<file path="config.mk">
export PLATFORM = sky130hd
export DESIGN_NAME = phase_timer
export DESIGN_NICKNAME = d
export VERILOG_FILES = /design/src/rtl/phase_pkg.sv /design/src/rtl/dwell_regfile.sv /design/src/rtl/phase_timer.sv
export SDC_FILE = /design/constraint.sdc
export NUM_CORES = 1
export LEC_CHECK = 0
export CAP_MARGIN = 15
export CORE_MARGIN = 5
export CORE_UTILIZATION = 45
export DETAILED_ROUTE_END_ITERATION = 7
export PLACE_DENSITY = 0.79
export SLEW_MARGIN = 5
export SYNTH_ARGS = -nofsm -noshare
export SYNTH_HDL_FRONTEND = slang
export SYNTH_SLANG_ARGS = --single-unit
</file>
<file path="constraint.sdc">
create_clock -name clk -period 2.2 [get_ports clk]
set_input_delay 0.33 -clock clk [delete_from_list [all_inputs] [get_ports clk]]
set_output_delay 0.33 -clock clk [all_outputs]
set_load 0.02 [all_outputs]
</file>
<file path="src/rtl/phase_pkg.sv">
// Shared definitions for the phase sequencing controller and its timer.
// Holds the controller state encodings, the default counter width and a
// saturating-increment helper.
package phase_pkg;

  localparam int unsigned CNT_W_DEF = 8;

  // Controller state encodings
  localparam logic [1:0] S_IDLE = 2'b00;
  localparam logic [1:0] S_WAIT = 2'b01;
  localparam logic [1:0] S_RUN  = 2'b10;
  localparam logic [1:0] S_DONE = 2'b11;

  // Increment that holds at all-ones instead of wrapping.
  function automatic logic [CNT_W_DEF-1:0] sat_inc(input logic [CNT_W_DEF-1:0] v);
    return (v == '1) ? v : v + CNT_W_DEF'(1);
  endfunction

endpackage

</file>
<file path="src/rtl/dwell_regfile.sv">
// Four dwell registers with a single write port and an asynchronous read port.
// Ports:
//   clk, rst_n  - clock, asynchronous active-low reset (loads DWELL_RST)
//   i_wr_en     - write strobe
//   i_wr_sel    - register index to write
//   i_wr_data   - value to write
//   i_rd_sel    - register index to read
//   o_rd_data   - combinational read data
module dwell_regfile #(
  parameter int unsigned           CNT_W     = 8,
  parameter logic [CNT_W-1:0]      DWELL_RST = CNT_W'(4)
) (
  input  logic             clk,
  input  logic             rst_n,
  input  logic             i_wr_en,
  input  logic [1:0]       i_wr_sel,
  input  logic [CNT_W-1:0] i_wr_data,
  input  logic [1:0]       i_rd_sel,
  output logic [CNT_W-1:0] o_rd_data
);

  logic [CNT_W-1:0] r_dwell [4];

  always_ff @(posedge clk or negedge rst_n) begin
    if (!rst_n) begin
      for (int i = 0; i < 4; i++) begin
        r_dwell[i] <= DWELL_RST;
      end
    end else if (i_wr_en) begin
      r_dwell[i_wr_sel] <= i_wr_data;
    end
  end

  assign o_rd_data = r_dwell[i_rd_sel];

endmodule

</file>
<file path="src/rtl/phase_timer.sv">
// Per-state dwell timer for the phase sequencing controller. Counts cycles
// spent in the current controller state and issues a single-cycle timeout
// pulse once the count reaches that state's programmed dwell.
// Ports:
//   clk, rst_n - clock, asynchronous active-low reset
//   state      - current controller state
//   wr_en      - dwell register write strobe
//   wr_sel     - dwell register index to write
//   wr_data    - dwell value to write
//   T          - one-cycle timeout pulse
//   cnt        - cycles spent in the current state (saturating)
//   fired      - T already issued during this state visit
module phase_timer
  import phase_pkg::*;
#(
  parameter int unsigned      CNT_W     = CNT_W_DEF,
  parameter logic [CNT_W-1:0] DWELL_RST = CNT_W'(4)
) (
  input  logic             clk,
  input  logic             rst_n,
  input  logic [1:0]       state,
  input  logic             wr_en,
  input  logic [1:0]       wr_sel,
  input  logic [CNT_W-1:0] wr_data,
  output logic             T,
  output logic [CNT_W-1:0] cnt,
  output logic             fired
);

  localparam logic [CNT_W-1:0] ONE = CNT_W'(1);

  logic [1:0]       r_state_q;
  logic [CNT_W-1:0] r_cnt;
  logic             r_t;
  logic             r_fired;

  logic [CNT_W-1:0] w_dwell;
  logic             w_change;
  logic             w_hit;
  logic [CNT_W-1:0] w_cnt_d;
  logic             w_t_d;
  logic             w_fired_d;

  // Dwell is looked up for the registered state, i.e. the state being timed.
  dwell_regfile #(
    .CNT_W     (CNT_W),
    .DWELL_RST (DWELL_RST)
  ) u_dwell_regfile (
    .clk       (clk),
    .rst_n     (rst_n),
    .i_wr_en   (wr_en),
    .i_wr_sel  (wr_sel),
    .i_wr_data (wr_data),
    .i_rd_sel  (r_state_q),
    .o_rd_data (w_dwell)
  );

  assign w_change = (state != r_state_q);

  // Equality match only: a dwell rewritten below the current count never fires.
  assign w_hit = !r_fired && (w_dwell != '0) && (r_cnt == (w_dwell - ONE));

  always_comb begin
    w_cnt_d   = r_cnt;
    w_t_d     = 1'b0;
    w_fired_d = r_fired;
    if (w_change) begin
      w_cnt_d   = '0;
      w_fired_d = 1'b0;
    end else begin
      w_cnt_d = (r_cnt == '1) ? r_cnt : r_cnt + ONE;
      if (w_hit) begin
        w_t_d     = 1'b1;
        w_fired_d = 1'b1;
      end
    end
  end

  always_ff @(posedge clk or negedge rst_n) begin
    if (!rst_n) begin
      r_state_q <= S_IDLE;
      r_cnt     <= '0;
      r_t       <= 1'b0;
      r_fired   <= 1'b0;
    end else begin
      r_state_q <= state;
      r_cnt     <= w_cnt_d;
      r_t       <= w_t_d;
      r_fired   <= w_fired_d;
    end
  end

  assign T     = r_t;
  assign cnt   = r_cnt;
  assign fired = r_fired;

endmodule

</file>
Word-level counts from Yosys, hierarchy flattened

Cells that the tools add are included.

Bits in writable memories: 0
Bits in registers: 44
Memories kept: 0
Word-level logic and storage cells: 37
Bits in read-only memories: 0
Latch bits: 0

Reduce and logical (&&, ||, !) cells: 6
Bitwise gates (word level): 2
Multipliers: 0
Multiplexer cells: 12
Equality and inequality tests: 4
Shift operators: 0
Add/subtract/negate cells: 2
$lt $le $gt $ge: 3
Div/mod/pow operators: 0

Operators by type and width:

| kind                                                                  | number |
|---|---|
| 8-bit two-way mux                                                     | 5 |
| 32-bit bitwise mux                                                    | 1 |
| 8-bit binary-select mux with 2-bit select                             | 1 |
| 8-bit demux with 2-bit select                                         | 1 |
| 8-bit by 1-bit adder with 8-bit output (second input constant)        | 1 |
| 8-bit == test                                                         | 1 |
| 8-bit == test (second input constant)                                 | 1 |
| 8-bit nonzero test                                                    | 1 |
| 8-bit by 1-bit subtractor with 8-bit output (second input constant)   | 1 |
| 3-bit greater-or-equal comparator (second input constant)             | 2 |
| 2-bit inverter with 3-bit output                                      | 2 |
| 1-bit two-way mux                                                     | 4 |
| 1-bit logical AND                                                     | 3 |
| 3-bit by 1-bit < comparator with 1-bit output (second input constant) | 1 |
| 2-bit != test                                                         | 1 |
| 2-bit != test (second input constant)                                 | 1 |
| 2-bit nonzero test                                                    | 1 |
| 1-bit logical NOT                                                     | 1 |

Depth between registers and ports, before layout

Depth after elaboration: 9
Depth in mapped cells: 9
Mapped depth without buffers: 8

Modules after synthesis

A second synthesis with hierarchy kept.

Cells, all modules: 157
Area total of the unflattened synthesis: 2153.3 µm²

Modules (own cells, without submodules):

| module        | seq. area each (µm²) | cells each | area an instance (µm²) | times used |
|---|---|---|---|---|
| dwell_regfile | 805.8                | 78         | 1406.3                 | 1 |
| phase_timer   | 300.3                | 79         | 747.0                  | 1 |

Worst setup path after synthesis

Ideal clock, no wire load.

Path kind: register -> register
From: reg r_state_q[0]
To: reg r_fired, in the netlist fired
Setup time: 0.081 ns
Arrival time: 2.353 ns
Slack: -0.234 ns
Data required time: 2.119 ns
Buffers on the path: 1
Stages on the path, launching flop included: 8
Period minus slack after synthesis: 2.434 ns
Cells stage by stage: dfrtp_1 > buf_6 > mux4_1 > nor3_1 > nand3_1 > xnor2_1 > or4_4 > o22ai_2

Cells in the longest elaborated chain, start to end: 8
Elaborated cells on any way between the ends: 12
Those cells by class: add/sub (1); eq/ne (2); mux (4); bitwise (1); reduce/logical (4)

RTL lines:

| element                                                                           | line                | source |
|---|---|---|
| from (decl)                                                                       | phase_timer.sv:32   | `logic [1:0] r_state_q;` |
| from (signal assigned)                                                            | phase_timer.sv:86   | `r_state_q <= state;` |
| 2-bit inverter with 3-bit output (implied by the code)                            | dwell_regfile.sv:34 | `assign o_rd_data = r_dwell[i_rd_sel];` |
| 8-bit binary-select mux with 2-bit select                                         | dwell_regfile.sv:34 |  |
| 8-bit two-way mux (implied by the code) (2 in series)                             | dwell_regfile.sv:34 |  |
| 8-bit by 1-bit subtractor with 8-bit output or 8-bit nonzero test (tied branches) | phase_timer.sv:61   | `assign w_hit = !r_fired && (w_dwell != '0) && (r_cnt == (w_dwell - ONE));` |
| 8-bit == test or 1-bit logical AND (tied branches)                                | phase_timer.sv:61   |  |
| 1-bit logical AND                                                                 | phase_timer.sv:61   |  |
| 2-bit nonzero test (no source line)                                               | --                  |  |
| to (signal assigned)                                                              | phase_timer.sv:89   | `r_fired <= w_fired_d;` |
| to (decl)                                                                         | phase_timer.sv:35   | `logic r_fired;` |

Several ways; a longest one is shown, not always the timed one. The select of a mux whose other input is x is not followed.
A chain may end at the register's enable or synchronous reset.

Final worst setup path

Same ends and word-level chain as after synthesis.

==> results.toml <==
[finish]
insertedDiodeCount = 0
fin_cells = 277
nets = 228
fin_area_sq_mm = 0.00276
multi_input_area_sq_mm = 0.00109
regArea_sq_mm = 0.00111
fill_cells = 418
syn_to_final_growth_pct = 25.4
drive_gt1_share_pct = 36.2

[global_routing]
grt_pass1_vias = 1476
grt_first_pass_wirelength_um = 7010
grt.overflow.total = 0
grt_antenna_before_repair = 0
grt_max_degree = 45
track_usage_pct = 14.3

[clocking]
cts_buffer_depth = 2
h-tree-depth = 2
cts_hold_buffers = 0
cts_root_buf = "clkbuf_8"
numCtsBuffers = 5
clock_sinks = 44
insertion_delay_ns = 0.29
path_clk_slew_ns = 0.08
tritoncts = "yes"

[setup_path]
crit_path_start_kind = "register"
crit_top_cell = "buf_4"
max_stage_delay_ns = 0.65
cp_top_family = "multiplexers"
crit_chain = "buf_4 > buf_4 > mux4_1 > xor2_1 > xnor2_1 > or4_4 > o22ai_2"
crit_buf_inv = 2
cp.depth = 7
crit_slowest_cell = "mux4_1"
path_max_fanout = 4
rr_worst_depth = 7
required_ns = 2.42
worstSetupPathType = "reg -> reg"
cp.arrival_ns = 2.57
end_kind = "register"

[placed_design]
gp_congestion = 0.815
post-dp-hpwl_um = 2990
portBuffers = 24
dp_cells = 267
place_ws_ns = -0.130
place_area_sq_mm = 0.00264

[drt]
postRouteAntennaNets = 0
num_vias = 1475
drt_iter0_drc = 54
dr.max_layer_used = "met4"
wl_met1_um = 1840
route.detailed.drc = 0
post_drt_wl_per_cell_um = 14.7
wl_um = 4080
dr.pass1.iters = 4
viasPerCell = 5.32
wl_met2_um = 2000
wl_met3_um = 205

[logic_synthesis]
synth_seq_area_share_pct = 50.2
syn-instance-count = 164
syn-cell-area_sq_mm = 0.00220
yosys_warnings = 0
post-synth-top-count-cell = "dfrtp_1"
synth_edf_count = 0
syn_nets = 182
ys_types = 33
synth_seq_cells = 44
synthArstFlopShare_pct = 100
synth_area_leaders = "dfrtp_1 45%, mux2_2 16%, dfstp_2 4.8%"
synth.top_cell.area_share_pct = 45.4
avgSynthCellArea_sq_um = 13.4
synthFlopType = "dfrtp_1"
synth_top_cell_by_area = "dfrtp_1"
synth_top_cells_by_count = "40 x dfrtp_1, 32 x mux2_2, 12 x nor2_1"

[flow_run]
cap_violations = 0

[power_and_ir_drop]
leakagePower_nw = 1.15
vdd_drop_max_v = 0.000494
pwr_density_cell_mw_per_mm2 = 737

[floorplanning]
rows = 25
ios = 25
die_x_um = 80.0
die-area_sq_mm = 0.00640
die_height_um = 80.0
initial_core_util_pct = 46.4
core_sq_mm = 0.00475

[timing]
maxSlewViolCount = 0
max-slew-margin-rel_pct = 64.1
skew_ns = 0.00389
setup_violations = 2
fin_crit_sh_pct = 107
period_needed_ns = 2.35
setup_slack_ns = -0.146
rsz0062_at_grt = "true"
final-hold-violation-count = 0
worstMarginPinSlew_ns = 0.539
fmax_ghz = 0.426

[status]
run_status = "finished with violations"
violations = "negative setup slack"

[hold_path]
hp-class = "in -> async"
path summary, 6_finish.rpt:
check	start	endpoint	slack (ns)
worst max-delay path	r_state_q[0]$_DFF_PN0_	fired$_DFFE_PN0P_	-0.15
worst min-delay path	rst_n	cnt[2]$_DFFE_PN0P_	0.1
worst max register to register	r_state_q[0]$_DFF_PN0_	fired$_DFFE_PN0P_	-0.15
worst min register to register	u_dwell_regfile.r_dwell[9]$_DFFE_PN0P_	u_dwell_regfile.r_dwell[9]$_DFFE_PN0P_	0.51
max in group asynchronous	rst_n	u_dwell_regfile.r_dwell[2]$_DFFE_PN1P_	1.72
min in group clk	u_dwell_regfile.r_dwell[9]$_DFFE_PN0P_	u_dwell_regfile.r_dwell[9]$_DFFE_PN0P_	0.51
per-layer routing:
layer	vias up	global-route usage [%]
met4	0	5.41
li1	699	-
met3	2	4.06
met1	736	18.3
met2	38	23.0
met5	-	0
repair_timing:
item	CTS	global route
pin swaps	5	2
setup buffers	1	2
endpoints found under the setup margin	2	2
resized for setup	2	3
gates cloned	0	0
layout make-up:
| class | instances | share of cell area (%) |
|---|---|---|
| multi-input combinational | 113 | 39.4 |
| clock inverter | 1 | 0.181 |
| inverter | 5 | 0.679 |
| tap | 67 | 3.03 |
| sequential | 44 | 40.0 |
| timing repair buffer | 41 | 14.0 |
| clock buffer | 6 | 2.63 |
placed cells by master (no fill, tap or decap), types with 2 or more instances in the layout:
cell type,Yosys,final
inv_2,0,2
xor2_1,6,6
mux4_1,4,3
nand4_1,4,4
xnor2_1,10,9
dfrtp_1,40,40
nand3b_1,3,3
clkdlybuf4s50_1,0,23
ha_1,3,2
clkbuf_8,1,5
buf_4,0,15
mux2_2,32,32
and3_1,3,3
nand2_1,5,5
inv_1,5,3
a21oi_1,3,3
nor2_1,12,11
nand3_1,5,5
o21ai_0,3,3
nor3_4,1,2
buf_12,0,2
dfstp_2,4,4
mux4_2,4,5
power breakdown:
part           total, W  switching, W  leakage, nW  internal (W)
Sequential     0.000999     0.0000638        0.535      0.000935
Combinational  0.000567      0.000235        0.576      0.000332
Clock          0.000470      0.000254       0.0410      0.000216
flip-flops by register name, indices dropped and copies added (netlist names):
signal and count:
u_dwell_regfile.r_dwell 32, cnt 8, r_state_q 2, T 1
fired 1
metrics by stage:
step	hold WS, ns	setup TNS, ns	power, W	utilization [%]
global route	0.142	-0.572	0.00215	58.1
finish	0.0986	-0.271	0.00204	58.1
global placement	0.430	-0.151	0.00153	55.5
CTS	0.114	-0.197	0.00204	57.2
floorplan	0.0344	-0.159	0.00136	-
detailed placement	0.435	-0.247	0.00155	55.5
worst reg2reg max path, stage by stage (launching register included):
cell and delay [ns]:
dfrtp_1 0.41, buf_4 0.13, buf_4 0.13, mux4_1 0.65
xor2_1 0.19, xnor2_1 0.13, or4_4 0.54, o22ai_2 0.10
logic make-up (layout without fill, tap and decap cells):
family,after synthesis,in the layout,synth area share (%)
buffers and inverters,7,53,1.99
AOI/OAI and AO/OA,11,11,3.46
adders and majority gates,3,3,1.70
DFF,44,44,50.2
xor gates and xnor gates,16,16,6.36
muxes,41,41,25.7
and+or+nand+nor,42,42,10.7
Power figures use the tool's default switching activity.
